### src/rtl/ex_stage_pkg.sv
// rtl/ex_stage_pkg.sv - shared ALU codes, selector encodings and pipeline register layouts
package ex_stage_pkg;

    localparam int XLEN = 32;

    localparam logic [3:0] ALU_ADD  = 4'd0;
    localparam logic [3:0] ALU_SUB  = 4'd1;
    localparam logic [3:0] ALU_SLL  = 4'd2;
    localparam logic [3:0] ALU_SLT  = 4'd3;
    localparam logic [3:0] ALU_SLTU = 4'd4;
    localparam logic [3:0] ALU_XOR  = 4'd5;
    localparam logic [3:0] ALU_SRL  = 4'd6;
    localparam logic [3:0] ALU_SRA  = 4'd7;
    localparam logic [3:0] ALU_OR   = 4'd8;
    localparam logic [3:0] ALU_AND  = 4'd9;

    typedef enum logic [1:0] {
        FWD_REG  = 2'b00,
        FWD_W    = 2'b01,
        FWD_M    = 2'b10,
        FWD_RSVD = 2'b11
    } fwd_sel_t;

    typedef enum logic [1:0] {
        BR_EQ   = 2'b00,
        BR_NONE = 2'b01,
        BR_LT   = 2'b10,
        BR_LTU  = 2'b11
    } br_type_t;

    typedef struct packed {
        logic            valid;
        logic [XLEN-1:0] rd1;
        logic [XLEN-1:0] rd2;
        logic [XLEN-1:0] pc;
        logic [XLEN-1:0] imm;
        logic [4:0]      rs1;
        logic [4:0]      rs2;
        logic [4:0]      rd;
        logic [3:0]      alu_ctrl;
        logic            alu_src;
        logic            branch;
        logic            jump;
        logic            jalr;
        br_type_t        br_type;
        logic            inv_br;
        logic            reg_write;
        logic            mem_write;
        logic [1:0]      result_src;
    } idex_t;

    typedef struct packed {
        logic            valid;
        logic            reg_write;
        logic            mem_write;
        logic [1:0]      result_src;
        logic [4:0]      rd;
        logic [XLEN-1:0] alu_result;
        logic [XLEN-1:0] write_data;
        logic [XLEN-1:0] pc_plus4;
    } exmem_t;

    // The reserved selector 11 falls back to the register-file value.
    function automatic logic [XLEN-1:0] fwd_mux(input fwd_sel_t sel,
                                                input logic [XLEN-1:0] reg_val,
                                                input logic [XLEN-1:0] w_val,
                                                input logic [XLEN-1:0] m_val);
        case (sel)
            FWD_W:   return w_val;
            FWD_M:   return m_val;
            default: return reg_val;
        endcase
    endfunction

endpackage

### src/rtl/ex_stage_if.sv
// rtl/ex_stage_if.sv - decode-side inputs, hazard controls and EX/MEM outputs of the execute stage
interface ex_stage_if;
    import ex_stage_pkg::*;

    logic            StallE, FlushE, ValidD;
    logic [XLEN-1:0] RD1D, RD2D, PCD, ImmExtD;
    logic [4:0]      Rs1D, Rs2D, RdD;
    logic [3:0]      ALUControlD;
    logic            ALUSrcD, BranchD, JumpD, JalrD;
    logic [1:0]      BrTypeD;
    logic            InverseBrCondD, RegWriteD, MemWriteD;
    logic [1:0]      ResultSrcD;
    logic [1:0]      ForwardAE, ForwardBE;
    logic [XLEN-1:0] ResultW;

    logic [4:0]      Rs1E, Rs2E, RdE;
    logic            PCSrcE;
    logic [XLEN-1:0] PCTargetE;
    logic            ValidM, RegWriteM, MemWriteM;
    logic [1:0]      ResultSrcM;
    logic [4:0]      RdM;
    logic [XLEN-1:0] ALUResultM, WriteDataM, PCPlus4M;

    modport master (
        output StallE, FlushE, ValidD, RD1D, RD2D, PCD, ImmExtD, Rs1D, Rs2D, RdD,
               ALUControlD, ALUSrcD, BranchD, JumpD, JalrD, BrTypeD, InverseBrCondD,
               RegWriteD, MemWriteD, ResultSrcD, ForwardAE, ForwardBE, ResultW,
        input  Rs1E, Rs2E, RdE, PCSrcE, PCTargetE, ValidM, RegWriteM, MemWriteM,
               ResultSrcM, RdM, ALUResultM, WriteDataM, PCPlus4M
    );

    modport slave (
        input  StallE, FlushE, ValidD, RD1D, RD2D, PCD, ImmExtD, Rs1D, Rs2D, RdD,
               ALUControlD, ALUSrcD, BranchD, JumpD, JalrD, BrTypeD, InverseBrCondD,
               RegWriteD, MemWriteD, ResultSrcD, ForwardAE, ForwardBE, ResultW,
        output Rs1E, Rs2E, RdE, PCSrcE, PCTargetE, ValidM, RegWriteM, MemWriteM,
               ResultSrcM, RdM, ALUResultM, WriteDataM, PCPlus4M
    );
endinterface

### src/rtl/ex_stage_alu.sv
// rtl/ex_stage_alu.sv - combinational RV32I ALU driven by the 4-bit control code
module ex_stage_alu
    import ex_stage_pkg::*;
(
    input  logic [XLEN-1:0] i_src_a,
    input  logic [XLEN-1:0] i_src_b,
    input  logic [3:0]      i_alu_ctrl,
    output logic [XLEN-1:0] o_result
);

    logic [4:0] w_shamt;
    logic       w_lt;
    logic       w_ltu;

    assign w_shamt = i_src_b[4:0];
    assign w_lt    = $signed(i_src_a) < $signed(i_src_b);
    assign w_ltu   = i_src_a < i_src_b;

    always_comb begin
        o_result = '0;
        case (i_alu_ctrl)
            ALU_ADD:  o_result = i_src_a + i_src_b;
            ALU_SUB:  o_result = i_src_a - i_src_b;
            ALU_SLL:  o_result = i_src_a << w_shamt;
            ALU_SLT:  o_result = {{(XLEN-1){1'b0}}, w_lt};
            ALU_SLTU: o_result = {{(XLEN-1){1'b0}}, w_ltu};
            ALU_XOR:  o_result = i_src_a ^ i_src_b;
            ALU_SRL:  o_result = i_src_a >> w_shamt;
            ALU_SRA:  o_result = $unsigned($signed(i_src_a) >>> w_shamt);
            ALU_OR:   o_result = i_src_a | i_src_b;
            ALU_AND:  o_result = i_src_a & i_src_b;
            default:  o_result = '0;
        endcase
    end

endmodule

### src/rtl/ex_stage.sv
// rtl/ex_stage.sv - RV32I execute stage: ID/EX register, forwarding, ALU, branch resolve, EX/MEM register
module ex_stage
    import ex_stage_pkg::*;
(
    input  logic       clk,
    input  logic       rst_n,
    ex_stage_if.slave  bus
);

    idex_t           r_idex;
    idex_t           w_idex_d;
    exmem_t          r_exmem;
    exmem_t          w_exmem_d;
    logic [XLEN-1:0] w_fwd_a;
    logic [XLEN-1:0] w_fwd_b;
    logic [XLEN-1:0] w_src_b;
    logic [XLEN-1:0] w_alu_result;
    logic [XLEN-1:0] w_jalr_sum;
    logic            w_br_raw;
    logic            w_br_cond;

    always_comb begin
        w_idex_d            = '0;
        w_idex_d.valid      = bus.ValidD;
        w_idex_d.rd1        = bus.RD1D;
        w_idex_d.rd2        = bus.RD2D;
        w_idex_d.pc         = bus.PCD;
        w_idex_d.imm        = bus.ImmExtD;
        w_idex_d.rs1        = bus.Rs1D;
        w_idex_d.rs2        = bus.Rs2D;
        w_idex_d.rd         = bus.RdD;
        w_idex_d.alu_ctrl   = bus.ALUControlD;
        w_idex_d.alu_src    = bus.ALUSrcD;
        w_idex_d.branch     = bus.BranchD;
        w_idex_d.jump       = bus.JumpD;
        w_idex_d.jalr       = bus.JalrD;
        w_idex_d.br_type    = br_type_t'(bus.BrTypeD);
        w_idex_d.inv_br     = bus.InverseBrCondD;
        w_idex_d.reg_write  = bus.RegWriteD;
        w_idex_d.mem_write  = bus.MemWriteD;
        w_idex_d.result_src = bus.ResultSrcD;
    end

    always_ff @(posedge clk) begin
        if (!rst_n || bus.FlushE) begin
            r_idex <= '0;
        end else if (!bus.StallE) begin
            r_idex <= w_idex_d;
        end
    end

    assign w_fwd_a = fwd_mux(fwd_sel_t'(bus.ForwardAE), r_idex.rd1, bus.ResultW, r_exmem.alu_result);
    assign w_fwd_b = fwd_mux(fwd_sel_t'(bus.ForwardBE), r_idex.rd2, bus.ResultW, r_exmem.alu_result);
    assign w_src_b = r_idex.alu_src ? r_idex.imm : w_fwd_b;

    ex_stage_alu u_alu (
        .i_src_a    (w_fwd_a),
        .i_src_b    (w_src_b),
        .i_alu_ctrl (r_idex.alu_ctrl),
        .o_result   (w_alu_result)
    );

    always_comb begin
        w_br_raw = 1'b0;
        case (r_idex.br_type)
            BR_EQ:   w_br_raw = (w_fwd_a == w_src_b);
            BR_LT:   w_br_raw = ($signed(w_fwd_a) < $signed(w_src_b));
            BR_LTU:  w_br_raw = (w_fwd_a < w_src_b);
            default: w_br_raw = 1'b0;
        endcase
    end

    assign w_br_cond  = w_br_raw ^ r_idex.inv_br;
    assign w_jalr_sum = w_fwd_a + r_idex.imm;

    assign bus.PCSrcE    = r_idex.valid & (r_idex.jump | (r_idex.branch & w_br_cond));
    assign bus.PCTargetE = r_idex.jalr ? (w_jalr_sum & {{(XLEN-1){1'b1}}, 1'b0})
                                       : (r_idex.pc + r_idex.imm);

    // A stalled E slot stays put for the next cycle, so it must not also retire into M now.
    always_comb begin
        w_exmem_d            = '0;
        w_exmem_d.valid      = r_idex.valid & ~bus.StallE;
        w_exmem_d.reg_write  = r_idex.valid & ~bus.StallE & r_idex.reg_write;
        w_exmem_d.mem_write  = r_idex.valid & ~bus.StallE & r_idex.mem_write;
        w_exmem_d.result_src = r_idex.result_src;
        w_exmem_d.rd         = r_idex.rd;
        w_exmem_d.alu_result = w_alu_result;
        w_exmem_d.write_data = w_fwd_b;
        w_exmem_d.pc_plus4   = r_idex.pc + XLEN'(4);
    end

    always_ff @(posedge clk) begin
        if (!rst_n) begin
            r_exmem <= '0;
        end else begin
            r_exmem <= w_exmem_d;
        end
    end

    assign bus.Rs1E       = r_idex.rs1;
    assign bus.Rs2E       = r_idex.rs2;
    assign bus.RdE        = r_idex.rd;
    assign bus.ValidM     = r_exmem.valid;
    assign bus.RegWriteM  = r_exmem.reg_write;
    assign bus.MemWriteM  = r_exmem.mem_write;
    assign bus.ResultSrcM = r_exmem.result_src;
    assign bus.RdM        = r_exmem.rd;
    assign bus.ALUResultM = r_exmem.alu_result;
    assign bus.WriteDataM = r_exmem.write_data;
    assign bus.PCPlus4M   = r_exmem.pc_plus4;

endmodule

### src/flat_wrapper.sv
// flat-port wrapper written by rule: the top's interface ports become plain ports
module ex_stage_flat import ex_stage_pkg::*;
  (clk, rst_n, bus_StallE, bus_FlushE, bus_ValidD, bus_RD1D, bus_RD2D, bus_PCD, bus_ImmExtD, bus_Rs1D, bus_Rs2D, bus_RdD, bus_ALUControlD, bus_ALUSrcD, bus_BranchD, bus_JumpD, bus_JalrD, bus_BrTypeD, bus_InverseBrCondD, bus_RegWriteD, bus_MemWriteD, bus_ResultSrcD, bus_ForwardAE, bus_ForwardBE, bus_ResultW, bus_Rs1E, bus_Rs2E, bus_RdE, bus_PCSrcE, bus_PCTargetE, bus_ValidM, bus_RegWriteM, bus_MemWriteM, bus_ResultSrcM, bus_RdM, bus_ALUResultM, bus_WriteDataM, bus_PCPlus4M);
  ex_stage_if bus_i ();
  input  logic clk;
  input  logic rst_n;
  input wire logic [$bits(bus_i.StallE)-1:0] bus_StallE;
  input wire logic [$bits(bus_i.FlushE)-1:0] bus_FlushE;
  input wire logic [$bits(bus_i.ValidD)-1:0] bus_ValidD;
  input wire logic [$bits(bus_i.RD1D)-1:0] bus_RD1D;
  input wire logic [$bits(bus_i.RD2D)-1:0] bus_RD2D;
  input wire logic [$bits(bus_i.PCD)-1:0] bus_PCD;
  input wire logic [$bits(bus_i.ImmExtD)-1:0] bus_ImmExtD;
  input wire logic [$bits(bus_i.Rs1D)-1:0] bus_Rs1D;
  input wire logic [$bits(bus_i.Rs2D)-1:0] bus_Rs2D;
  input wire logic [$bits(bus_i.RdD)-1:0] bus_RdD;
  input wire logic [$bits(bus_i.ALUControlD)-1:0] bus_ALUControlD;
  input wire logic [$bits(bus_i.ALUSrcD)-1:0] bus_ALUSrcD;
  input wire logic [$bits(bus_i.BranchD)-1:0] bus_BranchD;
  input wire logic [$bits(bus_i.JumpD)-1:0] bus_JumpD;
  input wire logic [$bits(bus_i.JalrD)-1:0] bus_JalrD;
  input wire logic [$bits(bus_i.BrTypeD)-1:0] bus_BrTypeD;
  input wire logic [$bits(bus_i.InverseBrCondD)-1:0] bus_InverseBrCondD;
  input wire logic [$bits(bus_i.RegWriteD)-1:0] bus_RegWriteD;
  input wire logic [$bits(bus_i.MemWriteD)-1:0] bus_MemWriteD;
  input wire logic [$bits(bus_i.ResultSrcD)-1:0] bus_ResultSrcD;
  input wire logic [$bits(bus_i.ForwardAE)-1:0] bus_ForwardAE;
  input wire logic [$bits(bus_i.ForwardBE)-1:0] bus_ForwardBE;
  input wire logic [$bits(bus_i.ResultW)-1:0] bus_ResultW;
  output wire logic [$bits(bus_i.Rs1E)-1:0] bus_Rs1E;
  output wire logic [$bits(bus_i.Rs2E)-1:0] bus_Rs2E;
  output wire logic [$bits(bus_i.RdE)-1:0] bus_RdE;
  output wire logic [$bits(bus_i.PCSrcE)-1:0] bus_PCSrcE;
  output wire logic [$bits(bus_i.PCTargetE)-1:0] bus_PCTargetE;
  output wire logic [$bits(bus_i.ValidM)-1:0] bus_ValidM;
  output wire logic [$bits(bus_i.RegWriteM)-1:0] bus_RegWriteM;
  output wire logic [$bits(bus_i.MemWriteM)-1:0] bus_MemWriteM;
  output wire logic [$bits(bus_i.ResultSrcM)-1:0] bus_ResultSrcM;
  output wire logic [$bits(bus_i.RdM)-1:0] bus_RdM;
  output wire logic [$bits(bus_i.ALUResultM)-1:0] bus_ALUResultM;
  output wire logic [$bits(bus_i.WriteDataM)-1:0] bus_WriteDataM;
  output wire logic [$bits(bus_i.PCPlus4M)-1:0] bus_PCPlus4M;
  assign bus_i.StallE = bus_StallE;
  assign bus_i.FlushE = bus_FlushE;
  assign bus_i.ValidD = bus_ValidD;
  assign bus_i.RD1D = bus_RD1D;
  assign bus_i.RD2D = bus_RD2D;
  assign bus_i.PCD = bus_PCD;
  assign bus_i.ImmExtD = bus_ImmExtD;
  assign bus_i.Rs1D = bus_Rs1D;
  assign bus_i.Rs2D = bus_Rs2D;
  assign bus_i.RdD = bus_RdD;
  assign bus_i.ALUControlD = bus_ALUControlD;
  assign bus_i.ALUSrcD = bus_ALUSrcD;
  assign bus_i.BranchD = bus_BranchD;
  assign bus_i.JumpD = bus_JumpD;
  assign bus_i.JalrD = bus_JalrD;
  assign bus_i.BrTypeD = bus_BrTypeD;
  assign bus_i.InverseBrCondD = bus_InverseBrCondD;
  assign bus_i.RegWriteD = bus_RegWriteD;
  assign bus_i.MemWriteD = bus_MemWriteD;
  assign bus_i.ResultSrcD = bus_ResultSrcD;
  assign bus_i.ForwardAE = bus_ForwardAE;
  assign bus_i.ForwardBE = bus_ForwardBE;
  assign bus_i.ResultW = bus_ResultW;
  assign bus_Rs1E = bus_i.Rs1E;
  assign bus_Rs2E = bus_i.Rs2E;
  assign bus_RdE = bus_i.RdE;
  assign bus_PCSrcE = bus_i.PCSrcE;
  assign bus_PCTargetE = bus_i.PCTargetE;
  assign bus_ValidM = bus_i.ValidM;
  assign bus_RegWriteM = bus_i.RegWriteM;
  assign bus_MemWriteM = bus_i.MemWriteM;
  assign bus_ResultSrcM = bus_i.ResultSrcM;
  assign bus_RdM = bus_i.RdM;
  assign bus_ALUResultM = bus_i.ALUResultM;
  assign bus_WriteDataM = bus_i.WriteDataM;
  assign bus_PCPlus4M = bus_i.PCPlus4M;
  ex_stage u_core (.clk(clk), .rst_n(rst_n), .bus(bus_i));
endmodule
### config.mk
export PLATFORM = sky130hd
export DESIGN_NAME = ex_stage_flat
export DESIGN_NICKNAME = d
export VERILOG_FILES = /design/src/rtl/ex_stage_pkg.sv /design/src/rtl/ex_stage_if.sv /design/src/rtl/ex_stage_alu.sv /design/src/rtl/ex_stage.sv /design/src/flat_wrapper.sv
export SDC_FILE = /design/constraint.sdc
export NUM_CORES = 1
export LEC_CHECK = 0
export ABC_AREA = 1
export BUFFER_PORTS_ARGS = -buffer_cell sky130_fd_sc_hd__buf_2
export CORE_MARGIN = 5
export CORE_UTILIZATION = 40
export DETAILED_ROUTE_END_ITERATION = 7
export SLEW_MARGIN = 20
export SYNTH_ARGS = -nofsm -noshare
export SYNTH_HDL_FRONTEND = slang
export SYNTH_SLANG_ARGS = --single-unit
### constraint.sdc
create_clock -name clk -period 3.65 [get_ports clk]
set_input_delay 0.365 -clock clk [delete_from_list [all_inputs] [get_ports clk]]
set_output_delay 0.365 -clock clk [all_outputs]
set_load 0.01 [all_outputs]
# Word-level counts from Yosys, hierarchy flattened
# Index checks and enable logic that the tools add are counted.
# totals
ff_bits,265
ram_bits,0
wordCells,73
n_memories,0
romBits,0
input_bits,199
latch_bits,0
output_inout_bits,154
# op_classes
bitwise_logic,11
n_eq_ne,16
addsub,5
magnitude_cmp,2
muxes,6
n_shift,3
mul,0
div_mod_pow,0
n_reduce_logical,4
# ops
op,n
$pmux W32 S10,1
$pmux W32 S2,2
$add A32 B32 Y32,3
$lt A32 B32 Y1,2
$mux W32,2
$add A32 B3 Y32 const B,1
$and A32 B32 Y32,1
$eq A32 B32 Y1,1
$or A32 B32 Y32,1
$shl A32 B5 Y32,1
$shr A32 B5 Y32,1
$sshr A32 B5 Y32,1
$sub A32 B32 Y32,1
$xor A32 B32 Y32,1
$eq A4 B3 Y1 const B,4
$eq A2 B2 Y1 const B,4
$eq A4 B2 Y1 const B,2
$eq A4 B4 Y1 const B,2
$and A1 B1 Y1,5
$eq A2 B1 Y1 const B,2
$eq A4 B1 Y1 const B,1
$logic_not A4 Y1,1
$pmux W1 S3,1
$logic_not A2 Y1,1
5 further kinds,5

# Logic depth before layout (Yosys ltp)
# logic_depth
word_depth,9
mapped_depth,30
depth_no_buf,27

# By module
# From an unflattened synthesis, not the netlist that was laid out.
# unflattened
hier_cells,4255
hier_area_um2,25226.7
# by_module_without_submodules
mod,cells_per_inst,area_each_um2,instances,seq_area_each_um2
ex_stage,2192,15189.6,1,5305.1
ex_stage_alu,2063,10037.1,1,0.0

# Worst setup path after synthesis
# No wires, ideal clock.
# synth_path
kind,in2out
from,input port bus_ForwardAE[0]
to,output port bus_PCTargetE[24]
setup_slack_ns,-0.142
path_stages,20
t_required_ns,3.285
t_arrival_ns,3.427
cell_sequence,inv_1 ha_1 inv_2 buf_6 o21ai_0 inv_1 fa_1 nand2_1 nand2_1 o21ai_0 inv_1 a21oi_1 o21ai_0 nand2_1 nand2_1 nand3_1 nand3_1 nand2_1 nand2_1 o21ai_0
# synth_between
elab_chain_cells,4
word_cells_on_any_way,5
# synth_lines
element,line_no,text
start: declaration,flat_wrapper.sv:27,input wire logic [$bits(bus_i.ForwardAE)-1:0] bus_ForwardAE;
$eq A2 B2 Y1 / $eq A2 B1 Y1 (equally long branches),ex_stage_pkg.sv:68,case (sel)
$pmux W32 S2 *,ex_stage_pkg.sv:68,
$add A32 B32 Y32 *,ex_stage.sv:74,assign w_jalr_sum = w_fwd_a + r_idex.imm;
$mux W32 *,ex_stage.sv:77,"assign bus.PCTargetE = r_idex.jalr ? (w_jalr_sum & {{(XLEN-1){1'b1}}, 1'b0})"
end: declaration,flat_wrapper.sv:34,output wire logic [$bits(bus_i.PCTargetE)-1:0] bus_PCTargetE;
# Mark *: on every way between the ends. The rest lies on a longest branch, timed or not.

# Worst setup path in the final report
# layout_path
from,"register u_core.r_exmem, in the netlist u_core.bus.ALUResultM[15]"
to,output port bus_PCSrcE
# layout_between
elab_chain_cells,8
word_cells_on_any_way,11
# layout_lines
element,line_no,text
start: declaration,ex_stage.sv:12,exmem_t r_exmem;
start signal: assignment,ex_stage.sv:97,r_exmem <= w_exmem_d;
$pmux W32 S2,ex_stage_pkg.sv:68,
$mux W32,ex_stage.sv:54,assign w_src_b = r_idex.alu_src ? r_idex.imm : w_fwd_b;
"$lt A32 B32 Y1, or another cell as far along",ex_stage.sv:68,BR_LTU: w_br_raw = (w_fwd_a < w_src_b);
$pmux W1 S3 *,ex_stage.sv:65,case (r_idex.br_type)
$xor A1 B1 Y1 *,ex_stage.sv:73,assign w_br_cond = w_br_raw ^ r_idex.inv_br;
$and A1 B1 Y1 *,ex_stage.sv:76,assign bus.PCSrcE = r_idex.valid & (r_idex.jump | (r_idex.branch & w_br_cond));
$or A1 B1 Y1 *,ex_stage.sv:76,
$and A1 B1 Y1 *,ex_stage.sv:76,
end: declaration,flat_wrapper.sv:33,output wire logic [$bits(bus_i.PCSrcE)-1:0] bus_PCSrcE;
# Marks and branches as above.

==> impl_metrics.tcl <==
set metrics [dict create \
    timing.critical_path.slowest_stage_cell "a221o_1" \
    design.core.area_um2 59100 \
    timing.final.crit_period_ns 3.85 \
    required_ns 3.28 \
    yosysTopAreaCell "dfxtp_1" \
    maxCapViolCount 0 \
    slew_viol_final 0 \
    rr_startpoint "u_core.bus.ALUResultM[12]$_SDFF_PN0_" \
    count_of_final_setup_violators 11 \
    critPathMaxFanout 3 \
    run_status "finished with violations" \
    max-slew-margin-rel_pct 34.3 \
    synth_top_cells_by_area "dfxtp_1, nand2_1, nand3_1" \
    setup.worst_path.end_class "output port" \
    grt_remaining_overflow 0 \
    number_of_antenna_violations_at_the_first_check_in_global_routing 4 \
    fmaxAchievable_mhz 260 \
    tritoncts_clock_tree "done" \
    area.growth.synth_to_final_pct 54.2 \
    buffer_ports.inserted 352 \
    postLayoutSetupSlackWorst_ns -0.201 \
    skew_pair_late_insertion_delay_ns 0.63 \
    synth_cells 4011 \
    vdd_drop_max_mv 0.439 \
    clock_path_buffers 3 \
    synth_warnings 0 \
    final-hold-violation-count 0 \
    die_width_um 254 \
    drive_above_1_share_pct 34.6 \
    setup_repair_after_global_routing_missed_its_margin "true" \
    setup_total_negative_slack_ns -0.567 \
    final-instance-count-excl-fill 5893 \
    detail_route.iter0.violations 4403 \
    die_height_um 254 \
    totalWireLength_um 148000 \
    final_net_count 5461 \
    synth-seq-area-share_pct 22.2 \
    drt_drc_violations_left 0 \
    worst_setup_path_start_kind "register" \
    cellPowerDensity_nw_per_um2 412 \
    num_vias 33700 \
    criticalPathCategory "reg2out" \
    most_common_cell_in_the_netlist "nand2_1" \
    groute.usage.overall_pct 42.2 \
    avgViaCountPerCell 5.73 \
    timing.reg2reg.worst_path_depth 18 \
    crit_start "u_core.bus.ALUResultM[15]$_SDFF_PN0_" \
    postLayoutCoreUtil_pct 62.3 \
    timing.clock.skew_ns 0.0211 \
    timing.hold.worst.class "in2reg" \
    initial_utilization_pct 40.4 \
    synth.cells.most_frequent "nand2_1, nand3_1, inv_1" \
    min-delay-start "bus_RD1D[2]" \
    power_leakage_nw 18.1 \
    number_of_synthesized_flops_with_an_enable_pin 0 \
    tightest_slew_ns 0.986 \
    placement.setup.worst_slack_ns -0.884 \
    violations "negative setup slack" \
    critical_path.cell_chain "a221o_1 > o21ai_2 > o21ai_2 > ha_4 > inv_1 > a21oi_2 > nand2_2 > a21oi_2 > nand2_2 > nand2_2 > nand2_2 > nand2_2 > nand3_2 > nand4_1 > nand3_4 > a21oi_2 > buf_2" \
    fillCellCount 5629 \
    yosys.cell_types.count 58 \
    drt-pass1-iter-count 6 \
    area_of_the_die_um2 64800 \
    grt_pass1_vias 30900 \
    syn_nets 4377 \
    postSynthAreaPerCell_um2 5.96 \
    grt_max_degree 114 \
    synth_async_sr_flop_share_pct 0 \
    critical-path-max-stage-delay_ns 0.42 \
    std_cell_rows 89 \
    clk_transition_reported_paths_ns 0.07 \
    placed_cells_incl_taps 5622 \
    routabilityCongestion 1.15 \
    grt_pass1_wl_um 204000 \
    ioPinCount 353 \
    synth.ff_latch_count 265 \
    clk_root_buffer_cell "clkbuf_16" \
    cts-htree-levels 1 \
    routed_wire_length_per_instance_um 25.1 \
    synth.top_cell.area_share_pct 22.2 \
    min_path_cells 3 \
    cp_data_arrival_time_ns 3.49 \
    synth.cell_area_um2 23900 \
    top_reg_cell_synth "dfxtp_1" \
    cts-buffers-inserted 31 \
    antenna_left 0 \
    crit_top_cell "nand2_2" \
    hpwl_um 116000 \
    fin_crit_sh_pct 106 \
    cts.sinks 265 \
]
## cells in the final DEF, fill, tap and decap left out, types with 14 or more instances in the layout
cell type | netlist | layout
dlygate4sd3_1 | 0 | 70
a21oi_2 | 0 | 21
inv_1 | 377 | 323
nand3_2 | 10 | 43
a21oi_1 | 362 | 324
a211oi_1 | 42 | 40
xor2_1 | 15 | 14
o21ai_1 | 48 | 59
inv_2 | 16 | 51
buf_6 | 8 | 71
nor2_4 | 6 | 26
ha_1 | 163 | 103
nor3_1 | 35 | 29
o21ai_4 | 1 | 26
a21o_1 | 18 | 17
o21ai_0 | 215 | 121
nand3_1 | 512 | 474
dfxtp_2 | 0 | 21
o21bai_1 | 22 | 18
dfxtp_1 | 265 | 231
buf_2 | 60 | 338
a31oi_1 | 16 | 14
a221o_1 | 27 | 27
nor2_2 | 8 | 31
nor2_1 | 332 | 289
o21ai_2 | 5 | 63
buf_12 | 0 | 19
o22ai_1 | 19 | 19
nand2_1 | 1146 | 1055
nand2_4 | 1 | 23
clkbuf_16 | 0 | 37
nand2_2 | 6 | 74
a21oi_4 | 0 | 17
ha_4 | 0 | 48
buf_4 | 36 | 742
inv_4 | 1 | 18
nand4_1 | 41 | 41
## final cells by class
type / instances / area (um2) / share of cell area (%)
Inverter: 395 / 1550 / 4.20
Tap cell: 773 / 967 / 2.62
Timing Repair Buffer: 1255 / 9480 / 25.7
Antenna cell: 2 / 5.00 / 0.0136
Timing Repair inverter: 1 / 8.76 / 0.0238
Clock buffer: 44 / 895 / 2.43
Clock inverter: 12 / 109 / 0.295
Sequential cell: 265 / 5380 / 14.6
Multi-Input combinational cell: 3146 / 18500 / 50.1
## routing by layer
layer | routed length [um] | vias to the layer above | GRT usage (%)
met4 | 13700 | 4 | 28.2
met5 | 27 | - | 0
met3 | 14400 | 487 | 7.76
met2 | 63100 | 2037 | 64.7
li1 | - | 15500 | -
met1 | 56500 | 15700 | 54.1
## through the flow
stage / cell area [um2] / hold slack [ns] / power, mW
final: 36900 / 0.00261 / 15.2
after global routing: 36900 / 0.0154 / 15.7
after CTS: 34400 / 0.000280 / 14.2
after detailed placement: 31000 / 0.424 / 10.4
after global placement: 31000 / 0.421 / 10.5
after floorplan: 23900 / 0.407 / 6.59
## kinds of logic after synthesis
group	count (synthesis)	synth area share, %
compound gates	822	19.6
flops	265	22.2
mux	1	0.0419
xor+xnor	21	0.769
buf+inv	600	10.6
simple gates	2135	38.0
fa+ha+maj	167	8.87
## state kept, by name, indices dropped and copies added, names as in the netlist
signal                 cells
u_core.bus.Rs2E            5
u_core.bus.ValidM          1
u_core.bus.RdE             5
u_core.bus.RegWriteM       1
u_core.bus.Rs1E            5
u_core.r_idex            144
u_core.bus.RdM             5
u_core.bus.ALUResultM     32
u_core.bus.ResultSrcM      2
u_core.bus.WriteDataM     32
u_core.bus.PCPlus4M       32
u_core.bus.MemWriteM       1
## where the power goes
| group | switching [mW] | internal, mW | total, mW |
|---|---|---|---|
| registers | 0.253 | 3.09 | 3.34 |
| clock network | 1.45 | 1.77 | 3.22 |
| logic | 5.07 | 3.55 | 8.62 |
| total | 6.77 | 8.42 | 15.2 |
## what timing repair did
item | CTS | global route
hold endpoints to repair | 70 | 0
pin swaps | 96 | 198
setup buffers | 44 | 99
resized for setup | 354 | 431
endpoints found under the setup margin | 31 | 33
hold buffers | 70 | 0
gates cloned | 4 | 7
## path summary, 6_finish.rpt
check,endpoint,slack [ns]
max reg2reg,u_core.bus.ALUResultM[29]$_SDFF_PN0_,0.12
max,bus_PCSrcE,-0.20
min,u_core.r_idex[128]$_SDFFE_PP0N_,0.003
min reg2reg,u_core.bus.ResultSrcM[1]$_SDFF_PN0_,0.43
## worst max-delay path, delay by kind of cell (launching register included)
family / cells / cell delay, ns
AOI/OAI and AO/OA: 6 / 1.17
and+or+nand+nor: 8 / 0.82
DFF: 1 / 0.38
adders and majority gates: 1 / 0.30
buffers and inverters: 2 / 0.19
No activity file was read; power rests on OpenSTA's default activity.
